==> src/rtl/cpc_rom_ctrl.sv <==
// Upper-ROM decoder for the six-ROM CPC board. It snoops writes to the ROM select
// register and gates byte writes to the 28C256 devices behind an unlock sequence.
module cpc_rom_ctrl #(
    parameter int HOLDOFF_CYC = 40000,
    parameter int CNT_W       = 16
) (
    input  logic       CLK,
    input  logic       RESET,
    input  logic       A15,
    input  logic       A14,
    input  logic       A13,
    input  logic [7:0] D,
    input  logic       IOREQ_B,
    input  logic       MREQ_B,
    input  logic       RD_B,
    input  logic       WR_B,
    input  logic       ROMEN_B,
    input  logic [7:0] dip,
    output logic [2:0] rom_cs_b,
    output logic       roma14,
    output logic       romoe_b,
    output logic       rom_we_b,
    output logic       romdis,
    output logic       prog_active
);

    typedef enum logic [2:0] {IDLE, U1, U2, ARMED, PROG} state_t;

    state_t           state;
    logic [7:0]       rom_sel;
    logic [7:0]       target;
    logic [7:0]       d_cap;
    logic [CNT_W-1:0] holdoff;
    logic             sel_wr_q;
    logic             live_q;

    logic       sel_wr;
    logic       commit;
    logic       mem_wr;
    logic       hit;
    logic       live;
    logic       rd_act;
    logic [2:0] off;
    logic       unused_dip;

    // The 9-bit compare keeps B+5 from wrapping when the base sits near the top.
    function automatic logic in_range(input logic [7:0] v, input logic [4:0] cfg);
        logic [8:0] lo;
        lo = {5'b0, cfg[3:0]};
        return cfg[4] && ({1'b0, v} >= lo) && ({1'b0, v} <= lo + 9'd5);
    endfunction

    assign unused_dip = ^dip[7:5];
    assign sel_wr     = ~IOREQ_B & ~WR_B & ~A13;
    assign commit     = sel_wr_q & ~sel_wr;
    assign mem_wr     = ~MREQ_B & ~WR_B & A15 & A14;
    assign hit        = in_range(rom_sel, dip[4:0]);
    assign off        = rom_sel[2:0] - dip[2:0];
    assign rd_act     = ~ROMEN_B & A15 & A14 & hit;
    assign live       = (state == PROG) && (rom_sel == target) && (holdoff == '0)
                        && mem_wr && hit;
    assign prog_active = (state == PROG);

    always_ff @(posedge CLK or posedge RESET) begin
        if (RESET) begin
            state    <= IDLE;
            rom_sel  <= 8'h00;
            target   <= 8'h00;
            d_cap    <= 8'h00;
            holdoff  <= '0;
            sel_wr_q <= 1'b0;
            live_q   <= 1'b0;
        end else begin
            sel_wr_q <= sel_wr;
            live_q   <= live;
            if (sel_wr)
                d_cap <= D;
            if (commit) begin
                rom_sel <= d_cap;
                case (state)
                    IDLE:    state <= (d_cap == 8'hA5) ? U1 : IDLE;
                    U1:      state <= (d_cap == 8'h5A) ? U2 : IDLE;
                    U2:      state <= (d_cap == 8'hC3) ? ARMED : IDLE;
                    ARMED: begin
                        if (in_range(d_cap, dip[4:0])) begin
                            state  <= PROG;
                            target <= d_cap;
                        end else begin
                            state <= IDLE;
                        end
                    end
                    PROG:    state <= (d_cap == target) ? PROG : IDLE;
                    default: state <= IDLE;
                endcase
            end
            // The EEPROM starts its internal cycle when WR_B rises, so time from there.
            if (live_q && !mem_wr)
                holdoff <= CNT_W'(HOLDOFF_CYC);
            else if (holdoff != '0)
                holdoff <= holdoff - 1'b1;
        end
    end

    always_comb begin
        rom_cs_b = 3'b111;
        roma14   = 1'b0;
        romoe_b  = 1'b1;
        rom_we_b = 1'b1;
        romdis   = hit & ~ROMEN_B;
        if (live) begin
            rom_cs_b = ~(3'b001 << off[2:1]);
            roma14   = off[0];
            rom_we_b = 1'b0;
        end else if (rd_act) begin
            rom_cs_b = ~(3'b001 << off[2:1]);
            roma14   = off[0];
            romoe_b  = RD_B;
        end
    end

endmodule

==> config.mk <==
export PLATFORM = sky130hd
export DESIGN_NAME = cpc_rom_ctrl
export DESIGN_NICKNAME = d
export VERILOG_FILES = /design/src/rtl/cpc_rom_ctrl.sv
export SDC_FILE = /design/constraint.sdc
export NUM_CORES = 1
export LEC_CHECK = 0
export CORE_UTILIZATION = 37
export CTS_CLUSTER_SIZE = 28
export DETAILED_ROUTE_END_ITERATION = 7
export GPL_TIMING_DRIVEN = 1
export SYNTH_ARGS = -nofsm -noshare
export SYNTH_HDL_FRONTEND = slang
export SYNTH_SLANG_ARGS = --single-unit
==> constraint.sdc <==
create_clock -name CLK -period 4.1 [get_ports CLK]
set_input_delay 1.23 -clock CLK [delete_from_list [all_inputs] [get_ports CLK]]
set_output_delay 1.23 -clock CLK [all_outputs]
set_load 0.005 [all_outputs]
# ---- Word-level counts from Yosys, hierarchy flattened
# Cells that the tools add are included.
# Widths: inputs -> output; s select.
dict set report op_classes {
  n_shift 1
  eq_ne 9
  mux 15
  bitwise 17
  magnitude_cmp 4
  addsub 3
  n_reduce_logical 15
}
# cell count
set ops {}
lappend ops {{$mux 16} 2}
lappend ops {{$eq 8x8->1} 2}
lappend ops {{$eq 8x8->1 const B} 2}
lappend ops {{$ge 8x4->1} 2}
lappend ops {{$logic_not 16->1} 1}
lappend ops {{$reduce_bool 16->1} 1}
lappend ops {{$sub 16x1->16 const B} 1}
lappend ops {{$pmux 3 s5} 1}
lappend ops {{$mux 3} 4}
lappend ops {{$and 1x1->1} 10}
lappend ops {{$le 8x9->1} 1}
lappend ops {{$logic_and 1x1->1} 9}
lappend ops {{$eq 8x7->1 const B} 1}
lappend ops {{$le 8x5->1} 1}
lappend ops {{$eq 3x2->1 const B} 2}
lappend ops {{$mux 1} 6}
lappend ops {{$not 1->1} 6}
lappend ops {{$add 4x3->5 const B} 1}
lappend ops {{$mux 2} 2}
lappend ops {{$eq 3x1->1 const B} 1}
lappend ops {{$eq 3x3->1 const B} 1}
lappend ops {{$logic_not 3->1} 1}
lappend ops {{$not 3->3} 1}
lappend ops {{$reduce_and 3->1} 1}
lappend ops {{other kinds (4)} 4}
dict set report word_totals {
  input_bits 26
  elab_cells 71
  out_inout_bits 8
  reg_bits 45
}

# ---- Longest topological paths before layout
dict set report depth {
  ltp_word 7
  depth_mapped 8
}

# ---- Least setup slack after synthesis
# OpenSTA, ideal clock, no wires.
dict set report synth_timing {
  kind {input to output}
  from {in dip[0]}
  to {out rom_we_b}
  t_arrival_ns 2.748
  n_path_buf 0
  path_slack_ns 0.122
  path_stages 8
  path_cell_list {ha_1 > xor2_1 > ha_1 > o21ai_0 > a21oi_1 > o31ai_1 > o311ai_0 > or2_1}
}
dict set report synth_between {
  elab_chain_len 5
  elab_cells_between_ends 7
  cone_classes {add/sub (1); order compare (2); mux (1); reduce/logical (3)}
}
# item line
set synth_lines {}
lappend synth_lines {{from (decl)} 18} ;# input logic [7:0] dip,
lappend synth_lines {{$add 4x3->5 / $ge 8x4->1 (equally long branches)} 50} ;# return cfg[4] && ({1'b0, v} >= lo) && ({1'b0, v} <= lo + 9'd5);
lappend synth_lines {{$le 8x9->1 / $logic_and 1x1->1 (equally long branches)} 50}
lappend synth_lines {{$logic_and 1x1->1 (*)} 50}
lappend synth_lines {{$logic_and 1x1->1 (*)} 61} ;# && mem_wr && hit;
lappend synth_lines {{$mux 1 (*)} 110} ;# if (live) begin
lappend synth_lines {{to (decl)} 22} ;# output logic rom_we_b,
# Mark *: on every way between the ends. The rest lies on a longest branch, timed or not.

# ---- Worst setup path in the final report
dict set report layout_timing {
  from {in dip[1]}
  to {out rom_cs_b[1]}
}
dict set report layout_between {
  elab_chain_len 6
  elab_cells_between_ends 12
  cone_classes {add/sub (2); order compare (2); shift (1); mux (2); bitwise (2); reduce/logical (3)}
}
# item line
set layout_lines {}
lappend layout_lines {{$add 4x3->5 / $ge 8x4->1 (equally long branches)} 50}
lappend layout_lines {{$le 8x9->1 / $logic_and 1x1->1 (equally long branches)} 50}
lappend layout_lines {{$logic_and 1x1->1} 50}
lappend layout_lines {{$and 1x1->1} 59} ;# assign rd_act = ~ROMEN_B & A15 & A14 & hit;
lappend layout_lines {{$mux 3} 114} ;# end else if (rd_act) begin
lappend layout_lines {{$mux 3 (*)} 110}
lappend layout_lines {{to (decl)} 19} ;# output logic [2:0] rom_cs_b,
# Marks and branches as above.

==> results.md <==
* Status: complete, but fails checks
* Failing checks: negative setup slack
* Number of global-route vias before repair at 2,285
* PnR Total Power at 1.18 mW
* Fillers at 710
* Worst Hold Depth at 2
* Post-synthesis sequential area ratio at 0.409
* CTS tree: yes
* Non-Filler Instances at 441
* Die width at 88.2 um
* Post-synth ARST share at 1.00
* Cell breakdown of the critical path: buf_8, buf_6, a21oi_4, xnor2_2, ha_1, o21ai_2, a21oi_2, o31ai_2, o311a_1, buf_6, nand4_1, buf_2
* Initial core utilization at 0.381
* DR vias at 2,199
* Floorplan row count at 31
* Tmin final at 4.19 ns
* Post-synthesis cell count at 271
* # DRC at 0
* Yosys cell types at 45
* Die ar. at 7790 um^2
* # IOs at 34
* First-pass GRT wire length at 10.7 mm
* Synth Area per Inst at 10.2 um^2
* Max_slew headroom at 0.361
* Critical Path RT at 2.87 ns
* Share of layout cells above drive strength 1 at 0.263
* Worst Hold End: rom_sel[0]
* Core area at 7210 um^2
* Placed cells at 426
* Final ANT Viol Nets at 0
* Power per Cell Area at 330 nW/um^2
* Post-Route WL at 6.12 mm
* Gp weighted congestion at 0.795
* Reg clk slew, reported paths at 0.08 ns
* Worst-Skew Late Latency at 0.30 ns
* Crit. End Element: output pin
* Reg2reg start: d_cap[1]
* Port buffer count at 30
* Synth Flop Type: dfrtp_1
* Max FO, Critical Path at 4
* Hold Vio Cnt, Final at 0
* Worst Path Arrival at 2.96 ns
* Unrepaired setup endpoints after global routing: yes
* Critical-path top delay cell: ha_1
* Most common cell on crit path: buf_6
* Post-synthesis register bit count at 45
* Layout Skew at 0.00849 ns
* Slowest cell delay on critical path at 0.27 ns
* Synth Cell Area at 2750 um^2
* Worst reg2reg path endpoint: target[4]
* Root buffer cell: clkbuf_8
* Initial antenna violation count at 0
* HP Class: reg -> reg
* Worst reg2reg setup slack at 1.87 ns
* GRT Total Usage at 0.179
* Synth warn at 0
* Post-synth EDFFs at 0
* Count of pins over their slew limit at 0
* Final worst-path cycle share at 1.02
* H-tree depth at 2
* Final WS setup at -0.0944 ns
* Clock Tree Buf Depth at 2
* VDD IR max at 0.283 mV
* Start point of the critical path: dip[1]
* Final setup violating endpoints at 7
* GRT overflow at 0
* Clock sinks at 45
* Reg2Reg Depth at 6
* Leakage at 1.47 nW
* Worst setup SP type: input pin
* Die height at 88.2 um
* Drt pass-1 iters at 4
* Worst slew pin tran at 0.953 ns
* Kind of critical path: in -> out
* Syn Nets at 318
* Fin nets at 389
* WL per Instance at 13.9 um
* Detail Placement HPWL at 4.54 mm
* Post-place setup slack at -1.02 ns
* Area grow syn2layout at 30.1%
* Vias/cell at 4.99
* Max Cap Viol at 0
* Fmax at 0.238 GHz
* CTS buffer count at 5
* Largest net degree at the start of global routing at 28
* Hold path startpoint: rom_sel[0]
* Drt initial violations at 66
* Antenna diodes at 0
* Final hold slack at 0.536 ns
[cell families (layout without fill, tap and decap cells)]
group | count (synthesis) | in the layout | share of synthesized area
compound gates | 31 | 31 | 0.0728
xor+xnor | 29 | 29 | 0.0923
fa+ha+maj | 21 | 21 | 0.0982
buf+inv | 17 | 88 | 0.0236
flops | 45 | 45 | 0.409
mux | 21 | 21 | 0.0850
simple gates | 107 | 107 | 0.219
[layer usage]
metal	global-route usage	up-vias	routed length (um)
met3	0.0280	9	124
li1	-	1112	-
met5	0	-	0
met2	0.308	26	3030
met4	0.0645	0	117
met1	0.228	1052	2850
[cell usage after synthesis (2+ instances only)]
master	number	area share
ha_1	20	0.091
xnor2_1	23	0.073
or4_1	2	0.0055
inv_1	13	0.018
nor4b_1	4	0.013
nand2b_1	4	0.0091
and2b_1	2	0.0055
a211o_1	2	0.0064
nor4_1	2	0.0045
nor3b_1	3	0.0082
nor4_2	2	0.0091
nor2_1	27	0.037
clkbuf_1	3	0.0041
nor2b_1	3	0.0068
nand3_1	9	0.016
o31ai_1	2	0.0055
o21ai_0	10	0.018
nand2_1	20	0.027
a21oi_1	7	0.013
a211oi_1	3	0.0082
dfrtp_1	45	0.41
mux2i_1	2	0.0073
nor3_1	6	0.011
o211ai_1	2	0.0055
mux2_2	19	0.078
nand4_1	9	0.020
nand3b_1	3	0.0082
xor2_1	6	0.019
and3_1	2	0.0045
[stage by stage]
| step | utilization | TNS, ns | cell area (um^2) |
|---|---|---|---|
| global route | 0.496 | -1.01 | 3580 |
| CTS | 0.493 | -0.704 | 3550 |
| detailed placement | 0.469 | -6.49 | 3380 |
| finish | 0.496 | -0.343 | 3580 |
| global placement | 0.469 | -6.26 | 3380 |
| floorplan | - | 0 | 2750 |
[flip-flops by register name, indices dropped and copies added (netlist names)]
signal	cells
d_cap	8
state	3
sel_wr_q	1
rom_sel	8
target	8
live_q	1
holdoff	16
[area by class of cell]
| type | instances | area [um^2] | area share |
|---|---|---|---|
| multi-input combinational | 209 | 1630 | 0.456 |
| tap | 99 | 124 | 0.0346 |
| inverter | 13 | 48.8 | 0.0136 |
| timing repair buffer | 68 | 561 | 0.157 |
| sequential | 45 | 1130 | 0.315 |
| clock buffer | 7 | 86.3 | 0.0241 |
[critical path, delay by kind of cell]
family	cells	cell delay, ns
AO/OA/AOI/OAI	5	0.76
XOR/XNOR	1	0.14
adder cells (fa/ha/maj)	1	0.27
buffers and inverters	4	0.46
AND/OR/NAND/NOR	1	0.08
[worst max-delay path by stage]
| stage | end | slack, ns | cells past startpoint |
|---|---|---|---|
| 2_1_floorplan | rom_we_b | 0.12 | 8 |
| 3_3_place_gp | rom_we_b | -0.98 | 10 |
| 3_5_place_dp | rom_we_b | -1.02 | 10 |
| 4_1_cts | rom_cs_b[1] | -0.15 | 12 |
| 5_1_grt | rom_cs_b[1] | -0.20 | 11 |
| 6_report | rom_cs_b[1] | -0.09 | 12 |
[power breakdown]
part           internal [mW]  switching (mW)
Clock                  0.134           0.143
Combinational          0.199           0.153
Sequential             0.484          0.0694
[placed cells by master, fill, tap and decap left out, types with 4 or more instances in the layout]
master and count:
a21oi_1 4, buf_2 8, buf_4 35, clkbuf_8 6
clkdlybuf4s50_1 15, dfrtp_1 45, dlygate4sd2_1 5, ha_1 19
inv_1 11, mux2_2 19, nand2_1 19, nand2b_1 4
nand3_1 9, nand4_1 9, nor2_1 27, nor3_1 6
nor4b_1 4, o21ai_0 8, xnor2_1 22, xor2_1 5
[repair_timing]
| item | in CTS | in global routing |
|---|---|---|
| setup buffers | 6 | 2 |
| gates resized for setup | 69 | 3 |
| hold buffers | 0 | 0 |
| endpoints found under the setup margin | 7 | 7 |
| pin swaps | 13 | 10 |
(Power assumes the default switching activity.)
